**config.mk**
```make
export PLATFORM = sky130hd
export DESIGN_NAME = dbus_decoder_n
export DESIGN_NICKNAME = d
export VERILOG_FILES = /design/src/rtl/dbus_decoder_n.sv
export SDC_FILE = /design/constraint.sdc
export NUM_CORES = 1
export LEC_CHECK = 0
export BUFFER_PORTS_ARGS = -buffer_cell sky130_fd_sc_hd__buf_2
export CAP_MARGIN = 20
export CORE_AREA = 2 2 125 127
export DETAILED_ROUTE_END_ITERATION = 16
export DIE_AREA = 0 0 127 129
export GPL_ROUTABILITY_DRIVEN = 1
export SYNTH_ARGS = -nofsm -noshare
export SYNTH_HDL_FRONTEND = slang
export SYNTH_SLANG_ARGS = --single-unit
```
**constraint.sdc**
```tcl
create_clock -name clk -period 3.81 [get_ports clk]
set_clock_uncertainty 0.2 [all_clocks]
set_input_delay 1.143 -clock clk [delete_from_list [all_inputs] [get_ports clk]]
set_output_delay 1.143 -clock clk [all_outputs]
set_load 0.02 [all_outputs]
```
**src/rtl/dbus_decoder_n.sv**
```systemverilog
// Parametrised data-bus decoder/mux for the single-master CPU data bus.
// Address decode with lowest-index priority, one-cycle data phase, stall
// forwarding, stall watchdog with forced abort, and error capture registers.
module dbus_decoder_n #(
    parameter int unsigned N_SLAVES = 6,
    parameter int unsigned ADDR_W   = 32,
    parameter int unsigned DATA_W   = 32,
    parameter logic [N_SLAVES*ADDR_W-1:0] BASE = {
        32'hbfd10000, 32'hbfd02000, 32'hbfd01000,
        32'hbfd00000, 32'hbfe00000, 32'hbfc00000},
    parameter logic [N_SLAVES*ADDR_W-1:0] MASK = {
        32'h1fff0000, 32'h1ffff000, 32'h1ffff000,
        32'h1ffff000, 32'h1fe00000, 32'h1fffc000},
    parameter int unsigned TIMEOUT  = 255,
    parameter int unsigned CNT_W    = 16
) (
    input  logic                       clk,
    input  logic                       rst,
    input  logic [ADDR_W-1:0]          addrBus,
    input  logic                       masterEN,
    output logic [DATA_W-1:0]          dataToCPU,
    output logic                       nakDBus,
    output logic [N_SLAVES-1:0]        slvEN,
    input  logic [N_SLAVES*DATA_W-1:0] slvData,
    input  logic [N_SLAVES-1:0]        slvNak,
    output logic                       busErr,
    output logic [1:0]                 errCode,
    output logic [ADDR_W-1:0]          errAddr,
    output logic [CNT_W-1:0]           errCount
);

    // A zero TIMEOUT still needs a legal (unused) counter width.
    localparam int unsigned WCNT_W = (TIMEOUT == 0) ? 1 : $clog2(TIMEOUT + 1);

    logic [N_SLAVES-1:0] hit;
    logic [N_SLAVES-1:0] slv_en;
    logic                miss;

    logic [N_SLAVES-1:0] sel_q,      sel_d;
    logic                miss_q,     miss_d;
    logic [ADDR_W-1:0]   addr_q,     addr_d;
    logic [WCNT_W-1:0]   wcnt_q,     wcnt_d;
    logic [1:0]          err_code_q, err_code_d;
    logic [ADDR_W-1:0]   err_addr_q, err_addr_d;
    logic [CNT_W-1:0]    err_cnt_q,  err_cnt_d;

    logic                stall_raw;
    logic                wd_fire;
    logic                nak;
    logic                bus_err;
    logic [DATA_W-1:0]   rdata;

    // Address decode; scanning downward lets the lowest matching index win.
    always_comb begin
        hit    = '0;
        slv_en = '0;
        for (int i = 0; i < int'(N_SLAVES); i++) begin
            hit[i] = masterEN &&
                     ((addrBus & MASK[i*ADDR_W +: ADDR_W]) ==
                      (BASE[i*ADDR_W +: ADDR_W] & MASK[i*ADDR_W +: ADDR_W]));
        end
        for (int i = int'(N_SLAVES) - 1; i >= 0; i--) begin
            if (hit[i]) begin
                slv_en = N_SLAVES'(1) << i;
            end
        end
        miss = masterEN && !(|hit);
    end

    // Data phase: stall forwarding, watchdog abort and read-data mux.
    always_comb begin
        stall_raw = |(sel_q & slvNak);
        wd_fire   = (TIMEOUT != 0) && (wcnt_q == WCNT_W'(TIMEOUT)) && stall_raw;
        nak       = stall_raw && !wd_fire;
        bus_err   = miss_q || wd_fire;
        rdata     = '0;
        for (int i = 0; i < int'(N_SLAVES); i++) begin
            if (sel_q[i]) begin
                rdata = rdata | slvData[i*DATA_W +: DATA_W];
            end
        end
        if (miss_q || wd_fire) begin
            rdata = '0;
        end
    end

    // Next state: address-phase capture, watchdog count, error capture.
    always_comb begin
        sel_d      = sel_q;
        miss_d     = miss_q;
        addr_d     = addr_q;
        wcnt_d     = wcnt_q;
        err_code_d = err_code_q;
        err_addr_d = err_addr_q;
        err_cnt_d  = err_cnt_q;
        if (!nak) begin
            sel_d  = slv_en;
            miss_d = miss;
            addr_d = addrBus;
            wcnt_d = '0;
        end else begin
            wcnt_d = wcnt_q + WCNT_W'(1);
        end
        if (bus_err) begin
            err_code_d = wd_fire ? 2'b10 : 2'b01;
            err_addr_d = addr_q;
            if (err_cnt_q != '1) begin
                err_cnt_d = err_cnt_q + CNT_W'(1);
            end
        end
    end

    // State registers with synchronous reset.
    always_ff @(posedge clk) begin
        if (rst) begin
            sel_q      <= '0;
            miss_q     <= 1'b0;
            addr_q     <= '0;
            wcnt_q     <= '0;
            err_code_q <= 2'b00;
            err_addr_q <= '0;
            err_cnt_q  <= '0;
        end else begin
            sel_q      <= sel_d;
            miss_q     <= miss_d;
            addr_q     <= addr_d;
            wcnt_q     <= wcnt_d;
            err_code_q <= err_code_d;
            err_addr_q <= err_addr_d;
            err_cnt_q  <= err_cnt_d;
        end
    end

    assign slvEN     = slv_en;
    assign dataToCPU = rdata;
    assign nakDBus   = nak;
    assign busErr    = bus_err;
    assign errCode   = err_code_q;
    assign errAddr   = err_addr_q;
    assign errCount  = err_cnt_q;

endmodule

```
==> flow_summary.json <==
{
  "p_per_area_mw_per_mm2": 306,
  "setup_viol_count_final": 0,
  "slew_viol_final": 0,
  "drtAntennaViolNets": 0,
  "maxCapViolCount": 0,
  "ys_warn_count": 0,
  "status": "finished clean",
  "fin_tns_setup_ps": 0,
  "cts_tree": "done",
  "end_kind": "primary output",
  "maxSlewHeadroom_pct": 55.1,
  "die_h_um": 129,
  "p_sw_w": 0.000585,
  "fin_crit_sh_pct": 99.9,
  "postCtsSetupBuffers": 0,
  "avgSynthCellArea_um2": 7.64,
  "async_reset_ff_share_pct": 0,
  "numPortBuffers": 322,
  "synth_edf_count": 0,
  "area_growth_syn_to_layout_pct": 48.9,
  "synth_xor_area_share_pct": 1.08,
  "final_cells": 1131,
  "path_cells": "buf_6 -> nor4_4 -> buf_4 -> nand2_4 -> or4_4 -> nor2_4 -> buf_6",
  "dpl_cell_area_mm2": 0.00678,
  "start_util_pct": 32.4,
  "cp.arrival_ps": 2460,
  "p_leak_nw": 3.10,
  "clock_latency_ps": 350,
  "ys_types": 42,
  "num_io_pins": 323,
  "final_core_util_pct": 48.3,
  "syn_nets": 871,
  "die_area_mm2": 0.0164,
  "fin_area_mm2": 0.00723,
  "nets": 1167,
  "cts.path.max_buffers": 2,
  "first_pass_iters": 7,
  "cts_made_buffers": 9,
  "drc": 0,
  "netlist_area_mm2": 0.00486,
  "p_int_w": 0.00163,
  "drive_above_1_share_pct": 41.6,
  "start_kind": "input port",
  "final_cell_mix": "308 x buf_2, 153 x nand2_1, 97 x dfxtp_1",
  "core-area_mm2": 0.0150,
  "routed_wl_um": 21500,
  "p_sw_share_pct": 26.4,
  "worstSetupPathType": "in2out",
  "worstRegToRegCells": 8,
  "track_usage_pct": 24.4,
  "grt_max_degree": 63,
  "via_per_inst": 5.43,
  "hold_violations": 0,
  "regArea_mm2": 0.00194,
  "multiInputGateArea_mm2": 0.00290,
  "root_buffer": "clkbuf_16",
  "peakVddDrop_v": 0.000352,
  "seq_area_frac_synth_pct": 40.0,
  "post-dp-hpwl_um": 16000,
  "htreeDepth": 3,
  "dp_slack_ps": -169,
  "dp.cells": 1109,
  "synth_top_family_by_area": "compound AO/OA/AOI/OAI gates",
  "rows": 45,
  "cts.sinks": 97,
  "whs_path_depth": 2,
  "cpPeakStageDelay_ps": 490,
  "place.gp.congestion": 0.847,
  "n_fill_cell": 1538,
  "cp_data_required_time_ps": 2470,
  "crit_fanout": 4,
  "cp_slowest_cell": "or4_4",
  "rsz0062_at_grt": "yes",
  "max_freq_mhz": 263,
  "p_seq_share_pct": 47.9,
  "layout_setup_ws_ps": 5.23,
  "grt_pass1_vias": 5266,
  "post-route-min-period_ps": 3800,
  "ys_ff_latch": 97,
  "mostFrequentLayoutCell": "buf_2",
  "syn_inst": 636,
  "routedWlPerCell_um": 19.0,
  "ys.flop_type": "dfxtp_1",
  "tightest_slew_ps": 672,
  "muxShareOfSynthArea_pct": 0.232,
  "clk_pin_slew_ps": 60,
  "synth_fa_ha_area_share_pct": 0.515,
  "min_path_type": "reg2reg",
  "yosys.area_share.simple_pct": 21.6,
  "cpMostUsedCell": "buf_6",
  "vias": 6144,
  "die_w_um": 127,
  "drt_iter0_drc": 427,
  "p_comb_share_pct": 11.8,
  "clockPowerShare_pct": 40.2,
  "grt_pass1_wl_um": 30800,
  "grt_overflow": 0,
  "synth_compound_area_share_pct": 31.3,
  "grt_antenna_before_repair": 15,
  "hold_buffers": 0
}
-- timing repair --
item | in CTS | in global routing
setup endpoints to repair | 4 | 32
resized for setup | 19 | 18
pin swaps | 4 | 1
-- cell families after synthesis --
group	count (synthesis)
AOI/OAI and AO/OA	238
xor gates and xnor gates	6
adders and majority gates	2
buffers and inverters	62
DFF	97
muxes	1
and+or+nand+nor	230
-- Yosys cell counts (5+ instances only) --
cell type,instances,area share [%]
o31ai_1,8,1.2
and3_1,6,0.77
nand3_1,13,1.3
a21oi_1,87,9.0
o21ai_0,6,0.62
buf_4,5,0.77
dfxtp_1,97,40
a31oi_1,32,4.1
clkbuf_1,43,3.3
or4_1,9,1.4
or3_1,6,0.77
nand2_1,154,12
buf_2,7,0.72
nor2_1,10,0.77
nor3_1,11,1.1
a22oi_1,99,15
-- power by group through the flow --
stage	clock, W	combinational [W]	sequential, W
2_1_floorplan	0	0.0000729	0.00110
3_3_place_gp	0	0.000252	0.00108
3_5_place_dp	0	0.000253	0.00108
4_1_cts	0.000920	0.000259	0.00106
5_1_grt	0.000960	0.000284	0.00106
6_report	0.000890	0.000261	0.00106
-- flip-flops by register name (all words and copies together) (netlist names) --
signal and flops:
addr_q 32, errAddr 32, errCode 2, errCount 16, miss_q 1, sel_q 6
wcnt_q 8
-- layer usage --
layer  vias up  share of wire (%)  wire length (µm)  GRT usage (%)
met5         -               0.56               120              0
met4        18                1.3               278           4.14
met3        43                 12              2580           11.2
met2       293                 44              9480           35.9
met1      2853                 42              9020           33.3
li1       2937                  -                 -              -
-- final timing paths --
kind,startpoint,slack [ps],endpoint
min,errAddr[30],250,errAddr[30]
min reg2reg,errAddr[30],250,errAddr[30]
max reg2reg,wcnt_q[0],1300,miss_q
max,addrBus[21],5,slvEN[2]
-- worst max-delay path: cells and delay by family --
kind	cells	cell delay, ps
buf+inv	3	390
simple gates	4	930
-- metrics by stage --
stage / hold WS [ps] / total power [W]
final: 245 / 0.00221
after global routing: 269 / 0.00231
after CTS: 250 / 0.00224
after detailed placement: 240 / 0.00134
after global placement: 236 / 0.00133
after floorplan: 232 / 0.00117
-- final cells by class --
| class | instances | share of cell area [%] |
|---|---|---|
| multi-input combinational | 477 | 40.2 |
| sequential | 97 | 26.9 |
| timing repair buffer | 343 | 25.3 |
| tap | 188 | 3.25 |
| clock buffer | 9 | 3.11 |
| clock inverter | 7 | 0.882 |
| inverter | 4 | 0.208 |
| antenna | 6 | 0.208 |
Power figures use the tool's default switching activity.
